--- config.mk ---
export PLATFORM = sky130hd
export DESIGN_NAME = keypad_lock_ctrl
export DESIGN_NICKNAME = d
export VERILOG_FILES = /design/src/rtl/lock_pkg.sv /design/src/rtl/lock_entry_collector.sv /design/src/rtl/keypad_lock_ctrl.sv
export SDC_FILE = /design/constraint.sdc
export NUM_CORES = 1
export LEC_CHECK = 0
export ABC_AREA = 1
export CORE_MARGIN = 2
export CORE_UTILIZATION = 56
export CTS_CLUSTER_DIAMETER = 30
export DETAILED_ROUTE_END_ITERATION = 7
export GPL_TIMING_DRIVEN = 0
export PLACE_DENSITY_LB_ADDON = 0.3
export REMOVE_ABC_BUFFERS = 1
export SETUP_SLACK_MARGIN = 0.5
export SYNTH_ARGS = -nofsm -noshare
export SYNTH_HDL_FRONTEND = slang
export SYNTH_HIERARCHICAL = 1
export SYNTH_SLANG_ARGS = --single-unit
--- constraint.sdc ---
create_clock -name clock -period 2.9 [get_ports clock]
set_input_delay 0.58 -clock clock [delete_from_list [all_inputs] [get_ports clock]]
set_output_delay 0.58 -clock clock [all_outputs]
set_load 0.02 [all_outputs]
--- src/rtl/lock_pkg.sv ---
// Shared types and width helpers for the keypad lock controller.
package lock_pkg;

  typedef enum logic [2:0] {
    UNLK_READ1 = 3'd0,
    UNLK_READ2 = 3'd1,
    UNLK_CHECK = 3'd2,
    LK_READ    = 3'd3,
    LK_CHECK   = 3'd4,
    LK_LOCKOUT = 3'd5
  } lock_state_e;

  // Bits needed to hold every value 0..n inclusive.
  function automatic int count_width(input int n);
    return (n < 1) ? 1 : $clog2(n + 1);
  endfunction

  function automatic bit is_read_state(input lock_state_e s);
    return (s == UNLK_READ1) || (s == UNLK_READ2) || (s == LK_READ);
  endfunction

endpackage

--- src/rtl/lock_entry_collector.sv ---
// Keypad digit shift register with digit counter; first digit ends up most significant.
module lock_entry_collector #(
  parameter int PASSCODE_LENGTH = 4,
  parameter int DIGIT_WIDTH     = 4,
  parameter int PASSCODE_WIDTH  = PASSCODE_LENGTH * DIGIT_WIDTH,
  parameter int COUNTER_WIDTH   = $clog2(PASSCODE_LENGTH + 1)
) (
  input  logic                      clock,
  input  logic                      reset,
  input  logic                      enable_i,
  input  logic                      clear_i,
  input  logic                      cancel_i,
  input  logic                      key_valid_i,
  input  logic [DIGIT_WIDTH-1:0]    key_i,
  output logic [PASSCODE_WIDTH-1:0] entry_o,
  output logic [PASSCODE_WIDTH-1:0] entry_next_o,
  output logic [COUNTER_WIDTH-1:0]  count_o,
  output logic                      last_digit_o
);

  localparam logic [COUNTER_WIDTH-1:0] FULL_CNT = COUNTER_WIDTH'(PASSCODE_LENGTH);
  localparam logic [COUNTER_WIDTH-1:0] LAST_CNT = COUNTER_WIDTH'(PASSCODE_LENGTH - 1);

  logic [PASSCODE_WIDTH-1:0] entry_q, entry_d, entry_next;
  logic [COUNTER_WIDTH-1:0]  count_q, count_d;
  logic                      full, accept;

  if (PASSCODE_LENGTH > 1) begin : g_shift
    assign entry_next = {entry_q[PASSCODE_WIDTH-DIGIT_WIDTH-1:0], key_i};
  end else begin : g_single
    assign entry_next = key_i;
  end

  // key_valid is a one-cycle strobe with no back-pressure: a digit is taken
  // on the edge it is high if collection is enabled, not cancelled and not full.
  assign full   = (count_q == FULL_CNT);
  assign accept = enable_i && key_valid_i && !cancel_i && !full;

  always_comb begin
    entry_d = entry_q;
    count_d = count_q;
    if (clear_i || (enable_i && cancel_i)) begin
      entry_d = '0;
      count_d = '0;
    end else if (accept) begin
      entry_d = entry_next;
      count_d = count_q + COUNTER_WIDTH'(1);
    end
  end

  always_ff @(posedge clock or posedge reset) begin
    if (reset) begin
      entry_q <= '0;
      count_q <= '0;
    end else begin
      entry_q <= entry_d;
      count_q <= count_d;
    end
  end

  assign entry_o      = entry_q;
  assign entry_next_o = entry_next;
  assign count_o      = count_q;
  assign last_digit_o = accept && (count_q == LAST_CNT);

endmodule

--- src/rtl/keypad_lock_ctrl.sv ---
// Digital lock controller: passcode programming (entered twice), unlock check,
// failed-attempt counting and timed lockout.
module keypad_lock_ctrl
  import lock_pkg::*;
#(
  parameter int                        PASSCODE_LENGTH  = 4,
  parameter int                        DIGIT_WIDTH      = 4,
  parameter int                        PASSCODE_WIDTH   = PASSCODE_LENGTH * DIGIT_WIDTH,
  parameter int                        COUNTER_WIDTH    = count_width(PASSCODE_LENGTH),
  parameter int                        MAX_ATTEMPTS     = 3,
  parameter int                        LOCKOUT_CYCLES   = 1000,
  parameter logic [PASSCODE_WIDTH-1:0] DEFAULT_PASSCODE = 16'h8148
) (
  input  logic                                  clock,
  input  logic                                  reset,
  input  logic [DIGIT_WIDTH-1:0]                key,
  input  logic                                  key_valid,
  input  logic                                  cancel,
  output logic                                  locked,
  output logic                                  lockout,
  output logic                                  error,
  output logic [COUNTER_WIDTH-1:0]              entry_count,
  output logic [count_width(MAX_ATTEMPTS)-1:0]  fail_count,
  output logic [2:0]                            dbg_state
);

  localparam int FAIL_WIDTH = count_width(MAX_ATTEMPTS);
  localparam int LOCK_WIDTH = count_width(LOCKOUT_CYCLES);
  localparam logic [FAIL_WIDTH-1:0] FAIL_LIMIT = FAIL_WIDTH'(MAX_ATTEMPTS);
  localparam logic [LOCK_WIDTH-1:0] LOCK_LOAD  = LOCK_WIDTH'(LOCKOUT_CYCLES);
  localparam logic [LOCK_WIDTH-1:0] LOCK_ONE   = LOCK_WIDTH'(1);

  lock_state_e               state_q, state_d;
  logic [PASSCODE_WIDTH-1:0] passcode_q, passcode_d;
  logic [PASSCODE_WIDTH-1:0] confirm_q, confirm_d;
  logic                      locked_q, locked_d;
  logic                      error_q, error_d;
  logic [FAIL_WIDTH-1:0]     fail_q, fail_d;
  logic [LOCK_WIDTH-1:0]     lock_cnt_q, lock_cnt_d;

  logic                      collect_en, collect_clear, last_digit;
  logic [PASSCODE_WIDTH-1:0] entry, entry_next;

  assign collect_en = is_read_state(state_q);

  lock_entry_collector #(
    .PASSCODE_LENGTH (PASSCODE_LENGTH),
    .DIGIT_WIDTH     (DIGIT_WIDTH),
    .PASSCODE_WIDTH  (PASSCODE_WIDTH),
    .COUNTER_WIDTH   (COUNTER_WIDTH)
  ) u_collector (
    .clock        (clock),
    .reset        (reset),
    .enable_i     (collect_en),
    .clear_i      (collect_clear),
    .cancel_i     (cancel),
    .key_valid_i  (key_valid),
    .key_i        (key),
    .entry_o      (entry),
    .entry_next_o (entry_next),
    .count_o      (entry_count),
    .last_digit_o (last_digit)
  );

  always_comb begin
    state_d       = state_q;
    passcode_d    = passcode_q;
    confirm_d     = confirm_q;
    locked_d      = locked_q;
    error_d       = 1'b0;
    fail_d        = fail_q;
    lock_cnt_d    = lock_cnt_q;
    collect_clear = 1'b0;
    case (state_q)
      UNLK_READ1: begin
        // The final digit goes straight into the confirm register so the
        // collector can restart at zero for the confirmation entry.
        if (last_digit) begin
          confirm_d     = entry_next;
          collect_clear = 1'b1;
          state_d       = UNLK_READ2;
        end
      end
      UNLK_READ2: if (last_digit) state_d = UNLK_CHECK;
      UNLK_CHECK: begin
        collect_clear = 1'b1;
        confirm_d     = '0;
        if (entry == confirm_q) begin
          passcode_d = entry;
          locked_d   = 1'b1;
          state_d    = LK_READ;
        end else begin
          error_d = 1'b1;
          state_d = UNLK_READ1;
        end
      end
      LK_READ: if (last_digit) state_d = LK_CHECK;
      LK_CHECK: begin
        collect_clear = 1'b1;
        if (entry == passcode_q) begin
          locked_d = 1'b0;
          fail_d   = '0;
          state_d  = UNLK_READ1;
        end else begin
          error_d = 1'b1;
          fail_d  = fail_q + FAIL_WIDTH'(1);
          if (fail_d == FAIL_LIMIT) begin
            lock_cnt_d = LOCK_LOAD;
            state_d    = LK_LOCKOUT;
          end else begin
            state_d = LK_READ;
          end
        end
      end
      LK_LOCKOUT: begin
        if (lock_cnt_q == LOCK_ONE) begin
          fail_d  = '0;
          state_d = LK_READ;
        end else begin
          lock_cnt_d = lock_cnt_q - LOCK_ONE;
        end
      end
      default: begin
        // Unused encodings fall back to the read state of whichever side
        // the actuator is currently on.
        collect_clear = 1'b1;
        state_d       = locked_q ? LK_READ : UNLK_READ1;
      end
    endcase
  end

  always_ff @(posedge clock or posedge reset) begin
    if (reset) begin
      state_q    <= UNLK_READ1;
      passcode_q <= DEFAULT_PASSCODE;
      confirm_q  <= '0;
      locked_q   <= 1'b0;
      error_q    <= 1'b0;
      fail_q     <= '0;
      lock_cnt_q <= '0;
    end else begin
      state_q    <= state_d;
      passcode_q <= passcode_d;
      confirm_q  <= confirm_d;
      locked_q   <= locked_d;
      error_q    <= error_d;
      fail_q     <= fail_d;
      lock_cnt_q <= lock_cnt_d;
    end
  end

  assign locked     = locked_q;
  assign lockout    = (state_q == LK_LOCKOUT);
  assign error      = error_q;
  assign fail_count = fail_q;
  assign dbg_state  = state_q;

endmodule
==> reports/qor.yml <==
status: "completed"
internal-power_mw: 2.43
totalWireLength_mm: 8.37
clock-sinks: 68
final_common_cell: "nand2_1"
fill_cells: 652
timing_hold_violations_final: 0
worstSkewPairLatency_ns: 0.35
r2r-start: "dbg_state[1]"
gp_congestion: 0.877
nets: 539
final_area_um2: 4470
crit_required_ns: 3.13
place_area_um2: 4120
p_leak_nw: 2.24
viasPerCell: 5.16
clk_pin_slew_worst_paths_ns: 0.07
ant_nets: 0
power.net_switching_mw: 1.94
wl_per_cell_um: 13.3
ir_drop_mv: 0.559
initial_core_util: 0.571
yosysUniqueCellTypes: 32
start_kind: "register"
antenna_found_initial: 0
synth_async_sr_flop_share: 1.00
comb_power_share: 0.481
drv_cap: 0
setup_violations: 0
power_mw: 4.37
critPathLaunch: "dbg_state[1]"
synth-edff-count: 0
cts_tree: "yes"
htreeDepth: 3
tightest_slew_ns: 0.755
critPathArrivalTime_ns: 2.61
crit_type: "register to register"
die_h_um: 89.3
num_vias: 3244
grt_use_total: 0.235
yosysSeqAreaShare: 0.419
overflow: 0
die_w_um: 89.3
p_seq_frac: 0.321
core_area_um2: 7140
ys_ff_latch: 68
drive_above_1_share: 0.194
rsz0062_at_grt: "false"
rows: 31
area_growth_pct: 9.77
clkPwrFrac: 0.198
grt_start_max_net_pins: 36
p_sw_frac: 0.444
layout_common_cells: "150 x nand2_1, 63 x dfrtp_1, 49 x inv_1"
synth_flop_cell: "dfrtp_1"
grt_pass1_wl_mm: 14.2
hold_path_class: "register to register"
drt-pass1-iter-count: 4
grt_pass1_vias: 3055
cts_root_buffer: "clkbuf_8"
drt_iter0_markers: 168
endpoint_kind: "register"
holdBufCountCts: 0
drc_errors: 0
clockBufferDepth: 2
skew_ns: 0.0116
dieArea_um2: 7970
num_antenna_cells: 0
place_ws_ns: -1.34
report.final.slew_viol_count: 0
cellPowerDensity_nw_per_um2: 978
netlist_instances: 521
syn_area_per_cell_um2: 7.82
netlist_area_um2: 4070
fin_crit_sh: 0.819
hpwlAfterDp_mm: 5.37
setup_ws_ns: 0.526
worstHoldStart: "passcode_q[8]"
relSlewSlack: 0.496
io_pins: 19
fin_hold_ws_ns: 0.489
cp_max_fo: 20
fmax_ghz: 0.421
cts_made_buffers: 9
yosys_warnings: 6
fin_crit_ns: 2.37
io_buffers: 18
==> final cells by class <==
type                    count  area (um^2)  area share
multi-input cells         351         1890       0.422
flip-flops and latches     68         1710       0.382
repair buffers             25          270      0.0604
inverters                  70          263      0.0588
clock buffers              12          145      0.0325
well taps                  99          124      0.0277
clock inverters             4         72.6      0.0162
==> critical path, stage by stage (launching register included) <==
cell     delay, ns
dfrtp_1       0.45
nand2_1       0.15
nand2_1       0.13
inv_2         0.13
nand2_2       0.11
nor2_4        0.20
nand2_8       0.16
nor2_4        0.17
nand3_2       0.15
o21ai_2       0.16
inv_2         0.10
buf_12        0.17
nand4_1       0.10
nand2_1       0.07
==> registers in the layout (all words and copies together) (netlist names) <==
signal,cells
u_collector/count_o,3
u_collector/entry_o,16
lock_cnt_q,10
locked,1
passcode_q,16
dbg_state,3
error,1
fail_count,2
confirm_q,16
==> per-layer routing <==
| layer | global-route usage | up-vias | part of all wire |
|---|---|---|---|
| met5 | 0 | - | 0 |
| met4 | 0.0977 | 0 | 0.017 |
| met1 | 0.303 | 1523 | 0.45 |
| met2 | 0.392 | 60 | 0.50 |
| li1 | - | 1648 | - |
| met3 | 0.0416 | 13 | 0.038 |
==> cells in the mapped netlist, types with 2 or more instances <==
| cell type | n | area (um^2) |
|---|---|---|
| nand2_1 | 154 | 578 |
| dfrtp_1 | 64 | 1600 |
| inv_1 | 51 | 191 |
| nand3_1 | 43 | 215 |
| nor2_1 | 36 | 135 |
| o21ai_2 | 27 | 236 |
| nand4_1 | 20 | 125 |
| buf_4 | 19 | 143 |
| inv_2 | 19 | 71.3 |
| xor2_1 | 13 | 114 |
| o21ai_1 | 11 | 55.1 |
| o21ai_0 | 9 | 45.0 |
| buf_2 | 6 | 30.0 |
| ha_1 | 6 | 75.1 |
| nor2_2 | 6 | 37.5 |
| buf_6 | 5 | 56.3 |
| dfstp_2 | 4 | 105 |
| nand2_2 | 4 | 25.0 |
| a21oi_1 | 3 | 15.0 |
| nor2_4 | 3 | 33.8 |
| nor3b_1 | 3 | 22.5 |
| or2_2 | 3 | 18.8 |
| buf_12 | 2 | 40.0 |
| nand3_4 | 2 | 35.0 |
==> power groups by stage <==
| stage | Combinational [mW] | Sequential (mW) | Clock (mW) |
|---|---|---|---|
| 6_report | 2.10 | 1.40 | 0.867 |
| 5_1_grt | 2.36 | 1.44 | 0.917 |
| 4_1_cts | 2.04 | 1.40 | 0.878 |
| 3_5_place_dp | 1.90 | 1.42 | 0 |
| 3_3_place_gp | 1.85 | 1.41 | 0 |
| 2_1_floorplan | 1.39 | 1.43 | 0 |
==> what timing repair did <==
| action | CTS | global route |
|---|---|---|
| cloned | 1 | 0 |
| pin swaps | 1 | 2 |
| gates resized for setup | 9 | 9 |
| setup buffers | 3 | 3 |
| endpoints found under the setup margin | 39 | 35 |
| endpoints found under the hold margin | 0 | 0 |
==> kinds of logic after synthesis <==
logic type / share of synthesized area
buffers and inverters: 0.132
adders and majority gates: 0.0184
and+or+nand+nor: 0.309
AOI/OAI and AO/OA: 0.0934
xor gates and xnor gates: 0.0279
DFF: 0.419
==> final timing paths <==
path | end | slack (ns) | cells after the start
setup reg to reg | u_collector/entry_o[11] | 0.53 | 13
max in group asynchronous | u_collector/entry_o[12] | 1.70 | 2
min in group asynchronous | fail_count[0] | 0.58 | 2
hold / removal | passcode_q[8] | 0.49 | 2
setup / recovery | u_collector/entry_o[11] | 0.53 | 13
hold reg to reg | passcode_q[8] | 0.49 | 2
==> stage by stage <==
step | TNS [ns] | std cells | util
floorplan | -1.78 | 488 | -
global placement | -41.83 | 605 | 0.575
detailed placement | -41.45 | 606 | 0.577
CTS | 0 | 626 | 0.619
global route | 0 | 629 | 0.627
finish | 0 | 629 | 0.627
No activity file was read; power rests on OpenSTA's default activity.
